`src/rtl/sync_fifo_param.sv`:
```
// sync_fifo_param: single-clock FIFO with arbitrary depth (>= 2), programmable
// almost-full / almost-empty levels, occupancy count and registered strobes.
// Every output is driven straight from a flop; status flags are registered
// from the next-state count so they always agree with the count output.
module sync_fifo_param #(
    parameter int FIFO_WIDTH = 16,
    parameter int FIFO_DEPTH = 8,
    parameter int AF_LEVEL   = FIFO_DEPTH - 1,
    parameter int AE_LEVEL   = 1,
    localparam int CNT_W     = $clog2(FIFO_DEPTH + 1)
) (
    input  logic                  clk,
    input  logic                  rst,
    input  logic [FIFO_WIDTH-1:0] data_in,
    input  logic                  wr_en,
    input  logic                  rd_en,
    output logic [FIFO_WIDTH-1:0] data_out,
    output logic                  rd_valid,
    output logic                  wr_ack,
    output logic                  overflow,
    output logic                  underflow,
    output logic                  full,
    output logic                  empty,
    output logic                  almostfull,
    output logic                  almostempty,
    output logic [CNT_W-1:0]      count
);

    // Pointers only need to address FIFO_DEPTH entries; they wrap explicitly
    // at the last index, so the depth does not have to be a power of two.
    localparam int PTR_W = (FIFO_DEPTH > 2) ? $clog2(FIFO_DEPTH) : 1;

    localparam logic [PTR_W-1:0] LAST_PTR = PTR_W'(FIFO_DEPTH - 1);
    localparam logic [PTR_W-1:0] PTR_ONE  = PTR_W'(1);
    localparam logic [CNT_W-1:0] CNT_FULL = CNT_W'(FIFO_DEPTH);
    localparam logic [CNT_W-1:0] CNT_ZERO = CNT_W'(0);
    localparam logic [CNT_W-1:0] CNT_ONE  = CNT_W'(1);
    localparam logic [CNT_W-1:0] AF_CNT   = CNT_W'(AF_LEVEL);
    localparam logic [CNT_W-1:0] AE_CNT   = CNT_W'(AE_LEVEL);

    logic [FIFO_WIDTH-1:0] mem [FIFO_DEPTH];
    logic [PTR_W-1:0]      wr_ptr;
    logic [PTR_W-1:0]      rd_ptr;
    logic [PTR_W-1:0]      wr_ptr_next;
    logic [PTR_W-1:0]      rd_ptr_next;
    logic [CNT_W-1:0]      count_next;
    logic                  wr_accept;
    logic                  rd_accept;

    // Accept decisions and next-state pointers/count, all from pre-edge state.
    always_comb begin
        wr_accept   = 1'b0;
        rd_accept   = 1'b0;
        wr_ptr_next = wr_ptr;
        rd_ptr_next = rd_ptr;
        count_next  = count;

        if (wr_en && (count != CNT_FULL)) begin
            wr_accept = 1'b1;
        end else begin
            wr_accept = 1'b0;
        end

        if (rd_en && (count != CNT_ZERO)) begin
            rd_accept = 1'b1;
        end else begin
            rd_accept = 1'b0;
        end

        if (wr_accept) begin
            if (wr_ptr == LAST_PTR) begin
                wr_ptr_next = '0;
            end else begin
                wr_ptr_next = wr_ptr + PTR_ONE;
            end
        end else begin
            wr_ptr_next = wr_ptr;
        end

        if (rd_accept) begin
            if (rd_ptr == LAST_PTR) begin
                rd_ptr_next = '0;
            end else begin
                rd_ptr_next = rd_ptr + PTR_ONE;
            end
        end else begin
            rd_ptr_next = rd_ptr;
        end

        case ({wr_accept, rd_accept})
            2'b10:   count_next = count + CNT_ONE;
            2'b01:   count_next = count - CNT_ONE;
            default: count_next = count;
        endcase
    end

    // Storage array; contents deliberately survive reset.
    always_ff @(posedge clk) begin
        if (!rst && wr_accept) begin
            mem[wr_ptr] <= data_in;
        end
    end

    // Pointer, count, read data, handshake pulses and status flag registers.
    always_ff @(posedge clk) begin
        if (rst) begin
            wr_ptr      <= '0;
            rd_ptr      <= '0;
            count       <= '0;
            data_out    <= '0;
            rd_valid    <= 1'b0;
            wr_ack      <= 1'b0;
            overflow    <= 1'b0;
            underflow   <= 1'b0;
            full        <= 1'b0;
            empty       <= 1'b1;
            almostfull  <= 1'b0;
            almostempty <= 1'b0;
        end else begin
            wr_ptr    <= wr_ptr_next;
            rd_ptr    <= rd_ptr_next;
            count     <= count_next;
            rd_valid  <= rd_accept;
            wr_ack    <= wr_accept;
            overflow  <= wr_en && !wr_accept;
            underflow <= rd_en && !rd_accept;
            if (rd_accept) begin
                data_out <= mem[rd_ptr];
            end
            full        <= (count_next == CNT_FULL);
            empty       <= (count_next == CNT_ZERO);
            almostfull  <= (count_next >= AF_CNT) && (count_next != CNT_FULL);
            almostempty <= (count_next <= AE_CNT) && (count_next != CNT_ZERO);
        end
    end

endmodule

```
`config.mk`:
```
export PLATFORM = sky130hd
export DESIGN_NAME = sync_fifo_param
export DESIGN_NICKNAME = d
export VERILOG_FILES = /design/src/rtl/sync_fifo_param.sv
export SDC_FILE = /design/constraint.sdc
export NUM_CORES = 1
export LEC_CHECK = 0
export BUFFER_PORTS_ARGS = -buffer_cell sky130_fd_sc_hd__buf_2
export CORE_MARGIN = 5
export CORE_UTILIZATION = 53
export DETAILED_ROUTE_END_ITERATION = 10
export PLACE_DENSITY = 0.75
export SLEW_MARGIN = 15
export SYNTH_ARGS = -nofsm -noshare
export SYNTH_HDL_FRONTEND = slang
export SYNTH_SLANG_ARGS = --single-unit
```
`constraint.sdc`:
```
create_clock -name clk -period 2.93 [get_ports clk]
set_input_delay 0.293 -clock clk [delete_from_list [all_inputs] [get_ports clk]]
set_output_delay 0.293 -clock clk [all_outputs]
set_load 0.03 [all_outputs]
```
# After elaboration in Yosys (flattened, before gate mapping)

Memory sizes are Yosys's and may differ from the RTL's. A register that Yosys moved wholly into a read port is not among the register bits.
Index checks and enable logic that the tools add are counted.
W data, S select, Z words.

$add $sub $neg: 4
$lt $le $gt $ge: 2
Equality and inequality tests: 7
Muxes and demuxes: 7
Reductions and logical operators: 13

Operators by type and width:

| cell                  | number |
|---|---|
| $ne A4 B4 Y1 const B  | 2 |
| $pmux W4 S2           | 1 |
| $reduce_bool A4 Y1    | 2 |
| $logic_and A1 B1 Y1   | 7 |
| $add A3 B1 Y3 const B | 2 |
| $eq A3 B3 Y1 const B  | 2 |
| $mux W3               | 2 |
| $add A4 B1 Y4 const B | 1 |
| $eq A4 B4 Y1 const B  | 1 |
| $ge A4 B3 Y1 const B  | 1 |
| $le A4 B1 Y1 const B  | 1 |
| $logic_not A4 Y1      | 1 |
| $mux W1               | 4 |
| $sub A4 B1 Y4 const B | 1 |
| $logic_not A1 Y1      | 3 |
| $eq A2 B1 Y1 const B  | 1 |
| $eq A2 B2 Y1 const B  | 1 |

Flip-flop bits (word level): 18
Bits in writable memories: 128
Output and inout bits: 28
Word-level logic and storage cells: 45
Memories: 1

Memories:

| name | words | bits a word | rd ports | clocked after memory_dff | write ports | line | source |
|---|---|---|---|---|---|---|---|
| mem  | 8     | 16          | 1        | 1                        | 1           | 41   | `logic [FIFO_WIDTH-1:0] mem [FIFO_DEPTH];` |

# Logic depth before layout (Yosys ltp)

Gate-level depths: netlist (run 1).

Depth after elaboration: 7
Mapped depth: 14
Mapped depth without buffers: 10

# Worst setup path after synthesis (run 1)

Ideal clock, no wire load.

Kind: flip-flop to flip-flop
From: register count[0]
To: register almostfull
Arrival: 3.053 ns
Setup slack: -0.255 ns
Stages on the path, launching flop included: 15
Buffers on the path: 4
Clock period less this slack: 3.185 ns
Path through: dfxtp_1 buf_2 or3_1 buf_6 o21ai_2 clkinv_1 buf_2 ha_1 clkbuf_1 inv_1 nor3_1 a31oi_1 or3_1 a21oi_1 nor3_1

Longest elaborated chain between the ends: 7
Elaborated cells between the ends (all ways): 14
Those cells by class: add/sub: 2; order compare: 1; eq/ne: 4; mux: 3; reduce/logical: 4

Ends and longest elaborated chain:

| what                                               | line   | source |
|---|---|---|
| from (decl)                                        | 26     | `output logic [CNT_W-1:0] count` |
| from (signal assigned)                             | 122    | `count <= count_next;` |
| $ne A4 B4 Y1 or $reduce_bool A4 Y1 (tied branches) | 58, 64 |  |
| $logic_and A1 B1 Y1 (on tied branches)             | 58, 64 |  |
| $mux W1 (on tied branches)                         | 58, 64 |  |
| $eq A2 B1 Y1 or $eq A2 B2 Y1 (tied branches)       | 90     | `case ({wr_accept, rd_accept})` |
| $pmux W4 S2 (*)                                    | 90     |  |
| $ge A4 B3 Y1 or $ne A4 B4 Y1 (tied branches)       | 132    | `almostfull <= (count_next >= AF_CNT) && (count_next != CNT_FULL);` |
| $logic_and A1 B1 Y1 (*)                            | 132    |  |
| to (signal assigned)                               | 132    |  |
| to (decl)                                          | 24     | `output logic almostfull,` |

Every way passes the cells marked *; elsewhere a longest branch is shown, timed or not.
A chain may end at the register's enable or synchronous reset.

# Worst setup path in the final report (run 1)

From: register count[1]
To: register full

Longest elaborated chain between the ends: 6
Elaborated cells between the ends (all ways): 12
Those cells by class: add/sub: 2; eq/ne: 4; mux: 3; reduce/logical: 3

Ends and longest elaborated chain:

| what                                               | line   | source |
|---|---|---|
| $ne A4 B4 Y1 or $reduce_bool A4 Y1 (tied branches) | 58, 64 |  |
| $logic_and A1 B1 Y1 (on tied branches)             | 58, 64 |  |
| $mux W1 (on tied branches)                         | 58, 64 |  |
| $eq A2 B1 Y1 or $eq A2 B2 Y1 (tied branches)       | 90     |  |
| $pmux W4 S2 (*)                                    | 90     |  |
| $eq A4 B4 Y1 (*)                                   | 130    | `full <= (count_next == CNT_FULL);` |
| to (signal assigned)                               | 130    |  |
| to (decl)                                          | 22     | `output logic full,` |

Marks and branches as above.

==> run_results.csv, run 1 <==
group,metric,value,unit
status,status,"completed",
route,via_per_inst,5.66,
yosys,muxShareOfSynthArea,15.1,%
yosys,synth_top_family_by_area,"multiplexers",
yosys,syn_inst,352,
yosys,synth_area,6240,sq um
min_path,min_from,"rst",
min_path,holdCritPathClass,"input port to flop",
clock_network,clock_path_buffers,2,
clock_network,numCtsBuffers,17,
cells_and_area,drive_gt1_share,32.4,%
grt,grt_pass1_vias,3305,
critical_path,end_kind,"flop",
cells_and_area,areaGrowthSynthToFinish,17.6,%
yosys,synthSimpleGateAreaFrac,4.89,%
route,ant_nets,0,
critical_path,r2r-end,"full$_SDFF_PP0_",
floorplan,die_width,119,microns
route,drtPass1Iterations,4,
critical_path,crit_path_start_kind,"flop",
cells_and_area,fin_cells,575,
power,ir_drop,0.000788,V
route,num_vias,3253,
sta,hold_ws,0.114,ns
route,wl_per_cell,19.5,microns
grt,grt_pass1_wl,18000,microns
place,portBuffers,47,
yosys,ys_async_sr_fraction,0,%
clock_network,cts_sinks,162,
critical_path,r2r_slack,0.23,ns
clock_network,cts_max_level,4,
yosys,synth_commonest_cells,"128 x edfxtp_1, 34 x dfxtp_1, 34 x nor2_1, 32 x mux4_2, 20 x mux2i_1",
yosys,yosysUniqueCellTypes,34,
sta,post-route-period-util,92.0,%
yosys,synth_compound_area_share,3.65,%
grt,antenna_found_initial,1,
place,dp.cells,543,
sta,setup-tns-final,0,ns
critical_path,path_class,"flop to flop",
min_path,hold_depth,2,
sta,maxSlewViolCount,0,
yosys,synthTopCellsByArea,"edfxtp_1 62%, mux4_2 12%, dfxtp_1 11%, mux2i_1 3.2%, a211oi_1 2.0%",
yosys,avgSynthCellArea,17.7,sq um
yosys,yosysWarnings,0,
floorplan,ios,48,
sta,fmax,371,MHz
place,place.gp.congestion,0.899,
clock_network,cts_hold_buf,0,
critical_path,cp_max_fo,9,
route,drc,0,
clock_network,clk_latency,0.41,ns
floorplan,die_y,119,microns
power,total_power,6.84,mW
cells_and_area,num_antenna_cells,0,
floorplan,rows,39,
grt,grt_overflow_total,0,
min_path,whs_endpoint,"wr_ack$_SDFF_PP0_",
yosys,synth_most_common_cell,"edfxtp_1",
critical_path,cp_data_arrival_time,3.02,ns
yosys,synth_flop_cell,"edfxtp_1",
sta,fin_skew,0.00446,ns
cells_and_area,fillerInstances,799,
clock_network,cts-root-buf,"clkbuf_16",
place,dp_hpwl,7140,microns
critical_path,cp.required,3.25,ns
yosys,synth_top_cell_area_share,61.6,%
sta,slew_headroom,46.4,%
sta,rsz0062_at_grt,"no",
place,dpl_cell_area,6750,sq um
run,maxCapViolCount,0,
sta,hold_viol,0,
sta,min_period,2.70,ns
clock_network,clkTransAtPathRegs,0.06,ns
yosys,ys_seq_elements,162,
grt,grt_max_degree,35,
power,leakage,2.52,nW
cells_and_area,num-nets-final,445,
power,p_per_area,931,nW/um^2
floorplan,fp.dieArea,14000,sq um
sta,max_slew.worst_pin.slew,0.801,ns
yosys,synth_fp_nets,378,
yosys,yosys.area.top_type,"edfxtp_1",
critical_path,reg2reg_from,"count[1]$_SDFF_PP0_",
critical_path,r2r_cells,9,
route,initialDrtViolationCount,266,
yosys,synth_xor_area_share,0.702,%
yosys,synth_edf_count,128,
floorplan,core_area,11500,sq um
yosys,synthAdderAreaFrac,1.20,%
cells_and_area,design_area,7340,sq um
floorplan,initial_core_util,54.4,%
yosys,synth-seq-area-share,72.5,%
clock_network,cts_tree,"done",
sta,setup_viol_count_final,0,
route,postRouteWirelength,11200,microns
grt,grtUsageTotal,17.1,%
## worst max-delay path by stage
stage / startpoint / endpoint / slack [ns]
global route: count[1]$_SDFF_PP0_ / almostfull$_SDFF_PP0_ / 0.02
floorplan: count[0]$_SDFF_PP0_ / almostfull$_SDFF_PP0_ / -0.08
detailed placement: count[1]$_SDFF_PP0_ / full$_SDFF_PP0_ / 0.1
CTS: count[1]$_SDFF_PP0_ / full$_SDFF_PP0_ / 0.08
finish: count[1]$_SDFF_PP0_ / full$_SDFF_PP0_ / 0.23
global placement: count[1]$_SDFF_PP0_ / almostfull$_SDFF_PP0_ / 0.25
## what timing repair did
item	4_1_cts	5_1_grt
setup buffers	0	0
gates resized for setup	0	3
setup endpoints to repair	0	4
## registers in the layout, summed over array words and instances, names as in the netlist, 3 cells and up
name,count
count,4
rd_ptr,3
data_out,16
wr_ptr,3
mem,128
## worst max-delay path: stages, from the launching register on
cell and delay (ns):
dfxtp_1 0.40, or3_4 0.47, o21ai_4 0.23, clkinv_2 0.09, ha_1 0.41, inv_1 0.13, and2_1 0.17, mux2i_2 0.25
xnor2_1 0.20, nor4b_2 0.24
## cells by family (layout without fill, tap and decap cells)
group                    count (synthesis)  after routing
AO/OA/AOI/OAI                           34             34
XOR/XNOR                                 5              5
adder cells (fa/ha/maj)                  6              6
buffers and inverters                   27            107
flip-flops                             162            162
multiplexers                            53             53
AND/OR/NAND/NOR                         65             65
## per-stage QoR
step,setup WS [ns],util (%)
final,0.234,64.0
after CTS,0.0779,63.9
after detailed placement,0.0957,58.8
after global placement,0.252,58.8
after floorplan,-0.0836,-
after global routing,0.0249,64.0
## cell usage in the layout, fill, tap and decap left out, types with 2 or more instances in the layout
master,count
a211oi_1,17
a21oi_1,8
buf_2,47
buf_4,21
bufinv_16,2
clkbuf_16,17
clkinv_2,4
clkinv_4,5
clkinvlp_4,2
dfxtp_1,33
edfxtp_1,128
ha_1,6
inv_1,5
mux2i_1,19
mux4_2,32
nand2_1,10
nand2b_1,3
nor2_1,34
nor3_1,6
nor3_2,2
o21ai_0,3
or3_1,2
xnor2_1,3
xor2_1,2
## layer usage
| metal | GRT usage [%] | wire length [microns] |
|---|---|---|
| met4 | 6.59 | 198 |
| met3 | 5.35 | 633 |
| met1 | 21.9 | 4760 |
| met2 | 27.6 | 5620 |
| met5 | 0 | 13 |
## where the power goes
group / switching (mW) / leakage [nW] / internal [mW] / total (mW)
combinational: 1.07 / 0.806 / 0.778 / 1.85
sequential: 0.173 / 1.44 / 2.70 / 2.87
clock: 0.845 / 0.280 / 1.27 / 2.12
total: 2.09 / 2.52 / 4.75 / 6.84
## area by class of cell
cell class | count | area, sq um | area share [%]
Clock inverter | 13 | 138 | 1.87
Multi-Input combinational cell | 163 | 1620 | 22.1
Inverter | 6 | 23.8 | 0.324
Clock buffer | 19 | 443 | 6.03
Sequential cell | 162 | 4530 | 61.6
Tap cell | 143 | 179 | 2.44
Timing Repair Buffer | 69 | 413 | 5.62
Power figures use the tool's default switching activity.
==> inputs of run 2 (changes only) <==
--- a/config.mk
+++ b/config.mk
@@ -10,6 +10,7 @@
 export CORE_UTILIZATION = 53
 export DETAILED_ROUTE_END_ITERATION = 10
 export PLACE_DENSITY = 0.75
+export SKIP_LAST_GASP = 1
 export SLEW_MARGIN = 15
 export SYNTH_ARGS = -nofsm -noshare
 export SYNTH_HDL_FRONTEND = slang
==> constraint.sdc (replaced) <==
create_clock -name clk -period 2.93 [get_ports clk]
set_input_delay 0.586 -clock clk [delete_from_list [all_inputs] [get_ports clk]]
set_output_delay 0.586 -clock clk [all_outputs]
set_load 0.03 [all_outputs]
==> run_results.csv, run 2 (same netlist as run 1, synthesis figures left out) <==
group,metric,value,unit
status,status,"completed",
clock_network,cts_sinks,162,
min_path,hold_depth,2,
floorplan,initial_core_util,54.4,%
sta,fin_skew,0.00596,ns
sta,maxSlewViolCount,0,
critical_path,r2r_cells,9,
power,ir_drop,0.000585,V
sta,fmax,369,MHz
cells_and_area,final_cell_mix,"128 x edfxtp_1, 47 x buf_2, 34 x nor2_1",
cells_and_area,layout_commonest_cell,"edfxtp_1",
sta,hold_viol,0,
critical_path,cp_data_arrival_time,3.04,ns
sta,setup-tns-final,0,ns
clock_network,cts-root-buf,"clkbuf_16",
route,ant_nets,0,
critical_path,cpPeakStageDelay,0.44,ns
grt,grt_max_degree,35,
grt,antenna_found_initial,1,
cells_and_area,top_register,"mem",
place,portBuffers,47,
route,via_per_inst,5.68,
clock_network,cts_max_level,4,
power,p_per_area,933,nW/um^2
route,postRouteWirelength,11400,microns
critical_path,path_class,"flop to flop",
place,place.gp.congestion,0.890,
critical_path,slowest_stage,"or3_1",
power,leakage,2.53,nW
clock_network,clk_latency,0.42,ns
cells_and_area,fillerInstances,775,
floorplan,die_y,119,microns
floorplan,ios,48,
clock_network,cts_tree,"done",
clock_network,clkTransAtPathRegs,0.06,ns
sta,max_slew.worst_pin.slew,0.784,ns
critical_path,crit_path_start_kind,"flop",
sta,setup_viol_count_final,0,
grt,grt_pass1_wl,18400,microns
cells_and_area,drive_gt1_share,31.9,%
critical_path,worstPathCellList,"or3_1, o21ai_4, clkinv_2, ha_1, inv_1, and2_1, mux2i_1, xnor2_1, nor4b_2",
sta,post-route-period-util,92.6,%
floorplan,die_width,119,microns
grt,grtUsageTotal,17.3,%
floorplan,fp.dieArea,14000,sq um
sta,slew_headroom,47.5,%
floorplan,core_area,11500,sq um
route,wl_per_cell,19.8,microns
clock_network,numCtsBuffers,17,
route,initialDrtViolationCount,239,
min_path,holdCritPathClass,"input port to flop",
clock_network,cts_hold_buf,0,
route,drtPass1Iterations,4,
critical_path,r2r_slack,0.22,ns
cells_and_area,largest_reg_flops,128,
cells_and_area,top_regs,"mem x128, data_out x16, count x4",
place,dp_hpwl,7190,microns
cells_and_area,num_antenna_cells,0,
power,total_power,6.83,mW
route,drc,0,
cells_and_area,num-nets-final,446,
sta,rsz0062_at_grt,"no",
clock_network,clock_path_buffers,2,
cells_and_area,areaGrowthSynthToFinish,17.4,%
grt,grt_pass1_vias,3370,
route,num_vias,3270,
sta,min_period,2.71,ns
cells_and_area,fin_util,63.9,%
floorplan,rows,39,
run,maxCapViolCount,0,
critical_path,cp.required,3.26,ns
grt,grt_overflow_total,0,
critical_path,cp_max_fo,9,
clock_network,cts_setup_buffers,0,
critical_path,end_kind,"flop",
==> run 2: changes by cell type in the layout (fill, tap and decap cells not counted) <==
cell,delta
mux2i_1,+1
clkinvlp_4,-1
buf_4,+2
inv_6,+3
clkinv_1,+1
or3_4,-1
buf_12,-1
mux2i_2,-1
clkinv_4,-3
or3_1,+1
==> run 2: repair_timing <==
action                     in CTS  in global routing
hold endpoints to repair        0                  0
setup endpoints to repair       0                  1
resized for setup               0                  1
==> run 2: final timing paths <==
check,start,endpoint
worst max-delay path,count[1]$_SDFF_PP0_,full$_SDFF_PP0_
worst min-delay path,rst,wr_ack$_SDFF_PP0_
worst max register to register,count[1]$_SDFF_PP0_,full$_SDFF_PP0_
worst min register to register,data_out[0]$_SDFFE_PP0P_,data_out[0]$_SDFFE_PP0P_
==> run 2: area by class of cell <==
type,instances,area [sq um],area share [%]
Timing Repair Buffer,70,408,5.57
Sequential cell,162,4530,61.8
Tap cell,143,179,2.44
Multi-Input combinational cell,163,1610,22.0
Clock inverter,13,134,1.83
Clock buffer,19,443,6.05
Inverter,6,23.8,0.325
==> run 2: power by group <==
part / leakage (nW) / total [mW] / switching (mW) / internal [mW]
Sequential: 1.44 / 2.82 / 0.125 / 2.70
Clock: 0.283 / 2.11 / 0.839 / 1.27
Combinational: 0.808 / 1.90 / 1.14 / 0.762
==> run 2: critical path: cells and delay by family, from the launching register on <==
| family | cells | cell delay, ns |
|---|---|---|
| AOI/OAI and AO/OA | 1 | 0.25 |
| buffers and inverters | 2 | 0.22 |
| and+or+nand+nor | 3 | 0.83 |
| adders and majority gates | 1 | 0.43 |
| muxes | 1 | 0.28 |
| DFF | 1 | 0.39 |
| xor gates and xnor gates | 1 | 0.21 |
==> run 2: per-stage QoR <==
step / cells / hold slack, ns / cell area, sq um / setup WS (ns)
2_1_floorplan: 352 / 0.523 / 6250 / -0.0836
3_3_place_gp: 544 / 0.491 / 6740 / 0.386
3_5_place_dp: 544 / 0.494 / 6740 / 0.210
4_1_cts: 576 / 0.365 / 7320 / 0.164
5_1_grt: 576 / 0.375 / 7330 / 0.0289
6_report: 576 / 0.395 / 7330 / 0.217
==> run 2: metal layers <==
layer | vias up | track usage, % | routed length [microns]
met5 | - | 0 | 10
met1 | 1640 | 21.5 | 4760
li1 | 1525 | - | -
met3 | 21 | 5.49 | 640
met2 | 82 | 28.5 | 5780
met4 | 2 | 6.59 | 188
==> inputs of run 3 (changes only) <==
--- a/config.mk
+++ b/config.mk
@@ -6,7 +6,6 @@
 export NUM_CORES = 1
 export LEC_CHECK = 0
 export BUFFER_PORTS_ARGS = -buffer_cell sky130_fd_sc_hd__buf_2
-export CORE_MARGIN = 5
 export CORE_UTILIZATION = 53
 export DETAILED_ROUTE_END_ITERATION = 10
 export PLACE_DENSITY = 0.75
==> run_results.csv, run 3 (same netlist as run 1, synthesis figures left out) <==
group,metric,value,unit
status,status,"completed",
power,p_comb_share,26.5,%
sta,max_slew.worst_pin.slew,0.791,ns
route,drtPass1Iterations,4,
power,clkPwrFrac,32.2,%
floorplan,rows,39,
grt,grtUsageTotal,20.6,%
clock_network,cts_max_level,4,
critical_path,r2r_slack,0.31,ns
clock_network,ctsResizeCount,0,
grt,grt_pass1_wl,18400,microns
critical_path,path_class,"flop to flop",
place,pre_cts_ws,0.249,ns
cells_and_area,top_register,"mem",
power,ir_drop,0.000763,V
sta,maxSlewViolCount,0,
critical_path,cp.required,3.26,ns
floorplan,ios,48,
grt,grt_pass1_vias,3320,
sta,post-route-period-util,89.5,%
cells_and_area,final_cell_mix,"128 x edfxtp_1, 47 x buf_2, 34 x nor2_1",
min_path,whs_endpoint,"wr_ack$_SDFF_PP0_",
sta,setup_ws,0.309,ns
clock_network,clock_path_buffers,2,
sta,rsz0062_at_grt,"no",
clock_network,numCtsBuffers,17,
route,num_vias,3284,
power,p_int,4.84,mW
clock_network,cts_setup_buffers,0,
route,via_per_inst,5.73,
clock_network,cts_tree,"done",
critical_path,cpPeakStageDelay,0.44,ns
sta,slew_headroom,47.1,%
clock_network,clkTransAtPathRegs,0.06,ns
critical_path,r2r-end,"full$_SDFF_PP0_",
place,dp_hpwl,7080,microns
floorplan,die_width,111,microns
min_path,holdCritPathClass,"input port to flop",
floorplan,fp.dieArea,12200,sq um
critical_path,cp_data_arrival_time,2.96,ns
cells_and_area,num_antenna_cells,0,
grt,grt_max_degree,35,
sta,hold_ws,0.382,ns
cells_and_area,layout_commonest_cell,"edfxtp_1",
sta,min_period,2.62,ns
sta,fmax,382,MHz
floorplan,die_y,111,microns
grt,grt_overflow_total,0,
power,power_frac_seq,41.3,%
critical_path,slowest_stage,"or3_4",
route,wl_per_cell,20.1,microns
sta,fin_skew,0.00903,ns
place,dp.cells,541,
cells_and_area,drive_gt1_share,32.3,%
critical_path,end_kind,"flop",
critical_path,r2r_cells,9,
power,p_sw,2.11,mW
run,maxCapViolCount,0,
critical_path,cp_max_fo,11,
clock_network,clk_latency,0.42,ns
cells_and_area,fin_cells,573,
power,leakage,2.52,nW
floorplan,core_area,11500,sq um
floorplan,initial_core_util,54.4,%
cells_and_area,largest_reg_flops,128,
route,ant_nets,0,
cells_and_area,top_regs,"mem x128, data_out x16, count x4",
sta,setup_viol_count_final,0,
power,power.share.switching,30.4,%
critical_path,crit_path_start_kind,"flop",
place,place.gp.congestion,0.901,
cells_and_area,fillerInstances,768,
min_path,hold_depth,2,
critical_path,reg2reg_from,"count[0]$_SDFF_PP0_",
clock_network,cts-root-buf,"clkbuf_16",
critical_path,worstPathCellList,"or3_4, o21ai_2, clkinv_2, ha_1, inv_1, and2_1, mux2i_1, xnor2_1, nor4b_2",
route,initialDrtViolationCount,284,
clock_network,cts_sinks,162,
place,portBuffers,47,
sta,hold_viol,0,
power,p_per_area,947,nW/um^2
grt,antenna_found_initial,0,
route,drc,0,
min_path,min_from,"rst",
cells_and_area,num-nets-final,443,
clock_network,cts_hold_buf,0,
cells_and_area,areaGrowthSynthToFinish,17.7,%
route,postRouteWirelength,11500,microns
run 3: cell types whose count changed in the layout (fill, tap and decap cells not counted), sizes merged:
cell      before  now
clkinvlp       1    3
buf           70   67
bufinv         2    3
clkinv         8    7
inv            8    6
run 3: power by group through the flow:
| stage | clock, mW | combinational (mW) | sequential (mW) |
|---|---|---|---|
| 3_5_place_dp | 0 | 1.84 | 2.92 |
| 3_3_place_gp | 0 | 1.79 | 2.91 |
| 6_report | 2.24 | 1.84 | 2.87 |
| 4_1_cts | 2.28 | 1.85 | 2.87 |
| 5_1_grt | 2.38 | 2.01 | 2.91 |
| 2_1_floorplan | 0 | 1.16 | 3.13 |
run 3: worst max-delay path by stage:
| stage | startpoint | to | depth (start not counted) | slack [ns] |
|---|---|---|---|---|
| after floorplan | count[0]$_SDFF_PP0_ | almostfull$_SDFF_PP0_ | 14 | -0.08 |
| after global placement | count[1]$_SDFF_PP0_ | almostfull$_SDFF_PP0_ | 10 | 0.35 |
| after detailed placement | count[0]$_SDFF_PP0_ | full$_SDFF_PP0_ | 9 | 0.25 |
| after CTS | count[0]$_SDFF_PP0_ | full$_SDFF_PP0_ | 9 | 0.22 |
| after global routing | count[0]$_SDFF_PP0_ | empty$_SDFF_PP1_ | 10 | 0.02 |
| final | count[0]$_SDFF_PP0_ | full$_SDFF_PP0_ | 9 | 0.31 |
run 3: critical path: cells and delay by family (launching register included):
kind                       cells  cell delay [ns]
AOI/OAI and AO/OA              1             0.18
xor gates and xnor gates       1             0.20
adders and majority gates      1             0.42
buffers and inverters          2             0.22
DFF                            1             0.43
muxes                          1             0.27
and+or+nand+nor                3             0.82
run 3: metrics by stage:
stage / power, mW / utilization, % / cell area [sq um] / setup TNS, ns
global placement: 4.70 / 58.7 / 6730 / 0
global route: 7.29 / 64.1 / 7350 / 0
floorplan: 4.29 / - / 6250 / -0.0972
detailed placement: 4.76 / 58.7 / 6730 / 0
CTS: 7.01 / 64.0 / 7340 / 0
finish: 6.96 / 64.1 / 7350 / 0
run 3: final cells by class:
type	count	area, sq um	share of cell area [%]
sequential	162	4530	61.6
multi-input combinational	163	1610	21.9
clock buffer	19	453	6.16
timing repair buffer	67	398	5.41
tap	143	179	2.43
clock inverter	13	159	2.16
inverter	6	23.8	0.324
run 3: per-layer routing:
layer | global-route usage, % | vias up | routed length [microns]
met5 | 0 | - | 0
met2 | 32.2 | 94 | 5670
met4 | 6.84 | 0 | 123
met3 | 7.03 | 12 | 700
li1 | - | 1518 | -
met1 | 27.4 | 1660 | 5010
